[src/rtl/dma_arb_pkg.sv]
// Shared types and constants for the weight DMA read arbiter.
// Holds the FSM state encoding, default widths and a clog2 helper for sizing owner indices.
package dma_arb_pkg;

   typedef enum logic [1:0] {
      StIdle  = 2'd0,
      StIssue = 2'd1,
      StXfer  = 2'd2
   } arb_state_e;

   localparam int unsigned DefAddrW = 27;
   localparam int unsigned DefLenW  = 27;
   localparam int unsigned DefDataW = 512;

   // Never returns 0 so a single-requester build still gets a 1-bit index.
   function automatic int unsigned clog2(input int unsigned n);
      int unsigned r;
      r = 0;
      while ((64'd1 << r) < 64'(n)) begin
         r++;
      end
      return (r == 0) ? 1 : r;
   endfunction

endpackage

[src/rtl/rr_pick.sv]
// Combinational round-robin picker: first set request at or above ptr_i, wrapping.
// valid_o is low when no request is set; idx_o is then zero.
module rr_pick #(
   parameter int unsigned N_REQ = 4,
   parameter int unsigned ID_W  = 2
) (
   input  logic [N_REQ-1:0] req_i,
   input  logic [ID_W-1:0]  ptr_i,
   output logic             valid_o,
   output logic [ID_W-1:0]  idx_o
);

   int unsigned      j;
   logic [ID_W-1:0]  cand;

   // Walk offsets from farthest to nearest so the nearest set bit is written last.
   always_comb begin
      valid_o = 1'b0;
      idx_o   = '0;
      j       = 0;
      cand    = '0;
      for (int unsigned k = N_REQ; k > 0; k--) begin
         j    = (32'(ptr_i) + k - 1) % N_REQ;
         cand = ID_W'(j);
         if (req_i[cand]) begin
            valid_o = 1'b1;
            idx_o   = cand;
         end
      end
   end

endmodule

[src/rtl/dma_rd_arbiter.sv]
// Round-robin, non-preemptive arbiter sharing one weight DMA read engine among N_REQ
// layer controllers; forwards the owner's request and steers returned beats back to it.
module dma_rd_arbiter
   import dma_arb_pkg::*;
#(
   parameter int unsigned N_REQ  = 4,
   parameter int unsigned ID_W   = clog2(N_REQ),
   parameter int unsigned ADDR_W = DefAddrW,
   parameter int unsigned LEN_W  = DefLenW,
   parameter int unsigned DATA_W = DefDataW
) (
   input  logic                    clk,
   input  logic                    rst,
   input  logic [N_REQ-1:0]        layer_req,
   input  logic [N_REQ*ADDR_W-1:0] layer_start_addr,
   input  logic [N_REQ*LEN_W-1:0]  layer_length,
   output logic [N_REQ-1:0]        layer_ack,
   output logic [DATA_W-1:0]       layer_dout,
   output logic [N_REQ-1:0]        layer_dout_en,
   output logic [N_REQ-1:0]        layer_dout_eop,
   output logic                    dma_req,
   input  logic                    dma_ack,
   output logic [ADDR_W-1:0]       dma_start_addr,
   output logic [LEN_W-1:0]        dma_length,
   input  logic [DATA_W-1:0]       dma_dout,
   input  logic                    dma_dout_en,
   input  logic                    dma_dout_eop,
   output logic                    busy,
   output logic [ID_W-1:0]         owner,
   output logic                    err_spurious
);

   arb_state_e         state_q, state_d;
   logic [ID_W-1:0]    rr_ptr_q, rr_ptr_d;
   logic [ID_W-1:0]    owner_q, owner_d;
   logic [ADDR_W-1:0]  addr_q, addr_d;
   logic [LEN_W-1:0]   len_q, len_d;
   logic               dma_req_q, dma_req_d;
   logic [N_REQ-1:0]   ack_q, ack_d;
   logic [DATA_W-1:0]  dout_q, dout_d;
   logic [N_REQ-1:0]   dout_en_q, dout_en_d;
   logic [N_REQ-1:0]   dout_eop_q, dout_eop_d;
   logic               err_q, err_d;

   logic               pick_valid;
   logic [ID_W-1:0]    pick_idx;
   logic               in_window;
   logic               beat_last;
   logic [ID_W-1:0]    next_ptr;

   rr_pick #(
      .N_REQ (N_REQ),
      .ID_W  (ID_W)
   ) u_rr_pick (
      .req_i   (layer_req),
      .ptr_i   (rr_ptr_q),
      .valid_o (pick_valid),
      .idx_o   (pick_idx)
   );

   // The ack cycle of ISSUE already belongs to the grant so single-beat transfers land.
   assign in_window = (state_q == StXfer) || ((state_q == StIssue) && dma_ack);
   assign beat_last = dma_dout_en & dma_dout_eop;
   assign next_ptr  = (owner_q == ID_W'(N_REQ - 1)) ? '0 : owner_q + 1'b1;

   always_comb begin
      state_d    = state_q;
      rr_ptr_d   = rr_ptr_q;
      owner_d    = owner_q;
      addr_d     = addr_q;
      len_d      = len_q;
      dma_req_d  = dma_req_q;
      ack_d      = '0;
      dout_d     = dout_q;
      dout_en_d  = '0;
      dout_eop_d = '0;
      err_d      = err_q;

      case (state_q)
         StIdle: begin
            if (pick_valid) begin
               owner_d   = pick_idx;
               addr_d    = layer_start_addr[32'(pick_idx) * ADDR_W +: ADDR_W];
               len_d     = layer_length[32'(pick_idx) * LEN_W +: LEN_W];
               dma_req_d = 1'b1;
               state_d   = StIssue;
            end
         end
         StIssue: begin
            if (dma_ack) begin
               dma_req_d       = 1'b0;
               ack_d[owner_q]  = 1'b1;
               if (beat_last) begin
                  state_d  = StIdle;
                  rr_ptr_d = next_ptr;
               end else begin
                  state_d  = StXfer;
               end
            end
         end
         StXfer: begin
            if (beat_last) begin
               state_d  = StIdle;
               rr_ptr_d = next_ptr;
            end
         end
         default: state_d = StIdle;
      endcase

      if (dma_dout_en) begin
         if (in_window) begin
            dout_d              = dma_dout;
            dout_en_d[owner_q]  = 1'b1;
            dout_eop_d[owner_q] = dma_dout_eop;
         end else begin
            err_d = 1'b1;
         end
      end
   end

   always_ff @(posedge clk or negedge rst) begin
      if (!rst) begin
         state_q    <= StIdle;
         rr_ptr_q   <= '0;
         owner_q    <= '0;
         addr_q     <= '0;
         len_q      <= '0;
         dma_req_q  <= 1'b0;
         ack_q      <= '0;
         dout_q     <= '0;
         dout_en_q  <= '0;
         dout_eop_q <= '0;
         err_q      <= 1'b0;
      end else begin
         state_q    <= state_d;
         rr_ptr_q   <= rr_ptr_d;
         owner_q    <= owner_d;
         addr_q     <= addr_d;
         len_q      <= len_d;
         dma_req_q  <= dma_req_d;
         ack_q      <= ack_d;
         dout_q     <= dout_d;
         dout_en_q  <= dout_en_d;
         dout_eop_q <= dout_eop_d;
         err_q      <= err_d;
      end
   end

   assign busy           = (state_q != StIdle);
   assign owner          = owner_q;
   assign dma_req        = dma_req_q;
   assign dma_start_addr = addr_q;
   assign dma_length     = len_q;
   assign layer_ack      = ack_q;
   assign layer_dout     = dout_q;
   assign layer_dout_en  = dout_en_q;
   assign layer_dout_eop = dout_eop_q;
   assign err_spurious   = err_q;

endmodule

[config.mk]
export PLATFORM = sky130hd
export DESIGN_NAME = dma_rd_arbiter
export DESIGN_NICKNAME = d
export VERILOG_FILES = /design/src/rtl/dma_arb_pkg.sv /design/src/rtl/rr_pick.sv /design/src/rtl/dma_rd_arbiter.sv
export SDC_FILE = /design/constraint.sdc
export NUM_CORES = 1
export LEC_CHECK = 0
export ABC_CLOCK_PERIOD_IN_PS = 2300
export CAP_MARGIN = 20
export CORE_AREA = 3 3 516 518
export CTS_CLUSTER_DIAMETER = 60
export DETAILED_ROUTE_END_ITERATION = 6
export DIE_AREA = 0 0 519 521
export GPL_ROUTABILITY_DRIVEN = 0
export GPL_TIMING_DRIVEN = 1
export PLACE_DENSITY = 0.3
export SETUP_SLACK_MARGIN = 0.05
export SLEW_MARGIN = 20
export SYNTH_ARGS = -nofsm -noshare
export SYNTH_HDL_FRONTEND = slang
export SYNTH_HIERARCHICAL = 1
export SYNTH_SLANG_ARGS = --single-unit
export TNS_END_PERCENT = 20
[constraint.sdc]
create_clock -name clk -period 2.3 [get_ports clk]
set_input_delay 0.46 -clock clk [delete_from_list [all_inputs] [get_ports clk]]
set_output_delay 0.46 -clock clk [all_outputs]
set_load 0.01 [all_outputs]
Word-level counts from Yosys, hierarchy flattened

Index checks and enable logic that the tools add are counted.

Output and inout port bits: 583
Input bits: 737
Register bits: 586
Logic and storage cells: 87

Reductions and logical operators: 13
Bitwise gates (word level): 3
Muxes and demuxes: 36
Add/sub/neg operators: 9
Shift-type cells: 2
Multipliers: 1
Equality and inequality tests: 6
$lt $le $gt $ge: 6

Operators by type and width:

| kind                | number |
|---|---|
| $shiftx 108x8->27   | 2 |
| $mux 4              | 6 |
| $mux 2              | 11 |
| $lt 2x3->1 const B  | 5 |
| $mux 1              | 11 |
| $bmux 1 s2          | 4 |
| $reduce_and 2->1    | 4 |
| $sub 2x1->2 const B | 4 |
| $mul 2x5->7 const B | 1 |
| $add 2x1->2 const B | 3 |
| $ne 2x2->1 const B  | 3 |
| $pmux 2 s3          | 1 |
| $reduce_and 3->1    | 2 |
| $reduce_bool 2->1   | 3 |
| $add 2x2->2 const B | 2 |
| $and 4x4->4         | 1 |
| $eq 2x2->1 const B  | 2 |
| $pmux 2 s2          | 1 |
| $demux 1 s2         | 1 |
| $eq 2x1->1 const B  | 1 |
| $ge 2x1->1 const B  | 1 |
| $logic_and 1x1->1   | 2 |
| $logic_not 2->1     | 1 |
| $pmux 1 s2          | 1 |
| 3 further kinds     | 3 |

Depth between registers and ports, before layout

Depth after elaboration: 10
Mapped depth: 8

Hierarchy

Netlist, hierarchy kept.

Modules (own cells, without submodules):

| module         | instances | cells an instance | area an instance (µm²) | seq. area each (µm²) |
|---|---|---|---|---|
| dma_rd_arbiter | 1         | 1449              | 23224.8                | 14664.1 |
| rr_pick        | 1         | 13                | 77.6                   | 0.0 |

Worst setup path before layout

Ideal clock, no wire load.

Kind: input port to flip-flop
Start: in layer_req[1]
End: reg len_q[10] (netlist: dma_length[10])
Stages on the path: 8
Buffers on the path: 3
Data arrival time: 1.836 ns
Setup slack: 0.332 ns
Path through: nor3b_1 > a211oi_1 > nor2_1 > buf_2 > buf_2 > buf_2 > mux2i_1 > o221ai_2

Cells in the longest elaborated chain, start to end: 8

Ends and longest elaborated chain:

| item                         | RTL line              | text |
|---|---|---|
| from (decl)                  | dma_rd_arbiter.sv:14  | `input logic [N_REQ-1:0] layer_req,` |
| $bmux 1 s2                   | rr_pick.sv:25         | `if (req_i[cand]) begin` |
| $mux 1 (not written as such) | rr_pick.sv:25         |  |
| $mux 2 (3 in series)         | rr_pick.sv:25         |  |
| $mux 2 (*)                   | rr_pick.sv:25         |  |
| via pick_idx[1]              | dma_rd_arbiter.sv:46  | `logic [ID_W-1:0] pick_idx;` |
| $mul 2x5->7 (*)              | dma_rd_arbiter.sv:84  | `len_d = layer_length[32'(pick_idx) * LEN_W +: LEN_W];` |
| $shiftx 108x8->27 (*)        | dma_rd_arbiter.sv:84  |  |
| to (signal assigned)         | dma_rd_arbiter.sv:139 | `len_q <= len_d;` |
| to (decl)                    | dma_rd_arbiter.sv:37  | `logic [LEN_W-1:0] len_q, len_d;` |

Mark *: on every way through the listed nets, which the timed path passes. The rest lies on a longest branch. The select of a mux whose other input is x is not followed.
A chain may end at the register's enable or synchronous reset.

Final worst setup path

Start: reg rr_ptr_q[0]
End: reg len_q[26] (netlist: dma_length[26])

Cells in the longest elaborated chain, start to end: 10

Ends and longest elaborated chain:

| item                         | RTL line              | text |
|---|---|---|
| from (decl)                  | dma_rd_arbiter.sv:34  | `logic [ID_W-1:0] rr_ptr_q, rr_ptr_d;` |
| from (signal assigned)       | dma_rd_arbiter.sv:136 | `rr_ptr_q <= rr_ptr_d;` |
| $add 2x1->2                  | rr_pick.sv:23         | `j = (32'(ptr_i) + k - 1) % N_REQ;` |
| $sub 2x1->2                  | rr_pick.sv:23         |  |
| $bmux 1 s2                   | rr_pick.sv:25         |  |
| $mux 1 (not written as such) | rr_pick.sv:25         |  |
| $mux 2 (3 in series)         | rr_pick.sv:25         |  |
| $mux 2 (*)                   | rr_pick.sv:25         |  |
| via pick_idx[1]              | dma_rd_arbiter.sv:46  |  |
| $mul 2x5->7 (*)              | dma_rd_arbiter.sv:84  |  |
| $shiftx 108x8->27 (*)        | dma_rd_arbiter.sv:84  |  |

Marked as above.

==> run metrics <==
status=finished, final reports clean; Clk pwr share=26.9%; PwrDens=1380 nW/um^2; Psw=22.8 mW; Synth top area share=62.9%; Startpoint Class=flop; most common cell after layout, fill and taps aside=clkdlybuf4s50_1; area of the multi-input gates=7980 sq um; Worst setup EP type=flop; minimum clock period after layout=2110 ps; worst path arrival time=2700 ps; leakage=18.1 nW; post-synth top area cell=dfrtp_1; DP Wirelength=134000 um; yosys warns=6; Total Power=62.1 mW; CTS Buf Count=103; RSZ-0062 raised after global routing=true; Max Buffers Root-to-Sink=3; site row count=188; vias=19000; grt ovf=0; most frequent cells in the layout=clkdlybuf4s50_1 (971), dfrtp_1 (565), dlygate4sd2_1 (308), mux2_2 (276), mux2_1 (236); XOR/XNOR share of the synthesized area=0%; dpl cell area=41600 sq um; critical path type=reg -> reg; Worst VDD drop=759 uV; Synthesized Nets=2203; setup slack, reg-to-reg=190 ps; Cell variety after synth=31; register area=14700 sq um; clk sinks=586; io pins=1320; synthesized area per cell=15.9 sq um; final setup vio count=0; clk slew on worst S/H paths=50 ps; adder and majority gate portion of the synthesized area=0.215%; Port-buffer cells=1319; Vert. Die Dim=521 um; DR WL/cell=24.3 um; drt pass-1 iters=5; Worst Tran Pin Value=555 ps; largest net degree at the start of global routing=79; Initial DRC Count=562; slew margin rel.=63.1%; CTS Root Cell=clkbuf_16; main combinational cell family by area after synthesis=multiplexers; Slew Viols, Final=0; Int Pwr=39.3 mW; ANT nets after route=0; vias per cell=2.90; Die W=519 um; Seq cells post-synth=586; post-synthesis compound-gate area fraction=2.65%; die area=270000 sq um; Seq/Total Area, Yosys=62.9%; fin nets=3664; max_cap viols=0; Mapped Area=23300 sq um; Synth area leaders=dfrtp_1 (63%), mux2_2 (13%), mux2_1 (11%); H-tree depth=3; vias in the first global route=21000; CTS tree=done; wirelength, routed=159000 um; Simple-Gate Fraction of Synth Area=1.85%; CP max FO=20; first-pass GRT wire length=209000 um; clock skew=39.7 ps; Total GRT Usage=11.4%; Hold Crit Class=in -> async; Fin. Hold Viols=0; effective utilization at floorplan=8.89%; antenna violations before repair=35; Final TNS setup=0 ps; buffer count from post-CTS setup fixing=0; FMAX=473 MHz; final std cells w/o fill=6536; Fillers=29000; sequential power share=30.8%; mux contribution to synthesized area=29.5%; core area=262000 sq um; Gate Count Post-Synth=1462; synthesis-to-finish area growth=92.8%; reg2reg path depth=8; DRC viols=0; Sw Ratio=36.7%; clk_lat worst skew=710 ps; combinational power share=42.3%; layout cells sized above 1=21.5%; CP Data Required Time=2890 ps; Finished Cell Area=44900 sq um; placed insts=6332; Final Cycle Share=91.9%; final core utilization=17.1%
-- synth_stat cells --
library cell    n
inv_1           3
o221ai_1       44
or2_1           1
o221ai_2       10
mux2_2        276
nand4b_1        1
and2_1         10
mux2_1        236
buf_6          31
or3b_2          1
mux2i_1       110
nand2_1        64
and3_1          4
o41ai_1         1
nand3b_2        1
a211oi_2        1
nor3b_1         2
a21o_1          1
nor2_1          7
o21ai_0         3
a21oi_1         1
buf_2          15
buf_4          22
a211oi_1        1
dfrtp_1       586
o211ai_1        2
ha_1            4
or3b_1          1
clkbuf_1       19
a21boi_2        1
nand2b_1        3
-- cell type report --
class                   count  area share (%)
clock buffers             141            6.46
diodes                      8          0.0446
flip-flops and latches    586            32.7
repair buffers           1443            31.4
inverters                   3          0.0251
clock inverters            54            1.80
multi-input cells         786            17.8
well taps                3515            9.79
-- path summary, 6_finish.rpt --
kind                                 start         endpoint
max in group asynchronous              rst    dma_length[8]
setup reg to reg               rr_ptr_q[0]   dma_length[26]
min in group clk             dma_dout[502]  layer_dout[502]
hold / removal                         rst     layer_ack[3]
setup / recovery               rr_ptr_q[0]   dma_length[26]
hold reg to reg            layer_dout[440]  layer_dout[440]
-- logic make-up (layout without fill, tap and decap cells) --
| family | after synthesis | after routing |
|---|---|---|
| buf+inv | 90 | 1641 |
| other cells | 0 | 8 |
| compound gates | 65 | 65 |
| flops | 586 | 586 |
| mux | 622 | 622 |
| fa+ha+maj | 4 | 4 |
| simple gates | 95 | 95 |
-- flip-flops by register name, summed over array words and instances, names as in the netlist, 2 cells and up --
register	count
layer_dout	512
dma_length	27
dma_start_addr	27
layer_ack	4
layer_dout_en	4
layer_dout_eop	4
owner	2
rr_ptr_q	2
state_q	2
-- through the flow --
stage	hold WS, ps	worst slack, ps
after global routing	212	28.2
final	250	187
after floorplan	164	332
after CTS	151	50.1
after detailed placement	432	-279
after global placement	431	-333
-- routing by layer --
layer | vias to the layer above | share of wire, % | GRT usage, %
li1 | 8275 | - | -
met1 | 9500 | 38 | 12.6
met2 | 999 | 49 | 19.8
met3 | 180 | 11 | 5.44
met4 | 10 | 1.6 | 2.21
met5 | - | 0.037 | 0
-- worst max-delay path: stages, from the launching register on --
cell and delay [ps]:
dfrtp_1 480, nor3b_1 190, a211oi_1 380, nor2_4 80, buf_4 200, buf_12 170, buf_4 150, mux2i_1 160
o221ai_1 140
-- power groups by stage --
stage / Clock (mW) / Sequential [mW] / Combinational (mW)
floorplan: 0 / 20.5 / 7.90
global placement: 0 / 19.4 / 29.6
detailed placement: 0 / 19.5 / 29.4
CTS: 17.5 / 19.3 / 27.6
global route: 17.9 / 19.9 / 28.4
finish: 16.7 / 19.1 / 26.3
-- timing repair --
action	CTS	global route
endpoints found under the setup margin	318	6
gates resized for setup	355	1
cloned	0	0
hold buffers	1	0
hold endpoints to repair	181	0
Power figures use the tool's default switching activity.
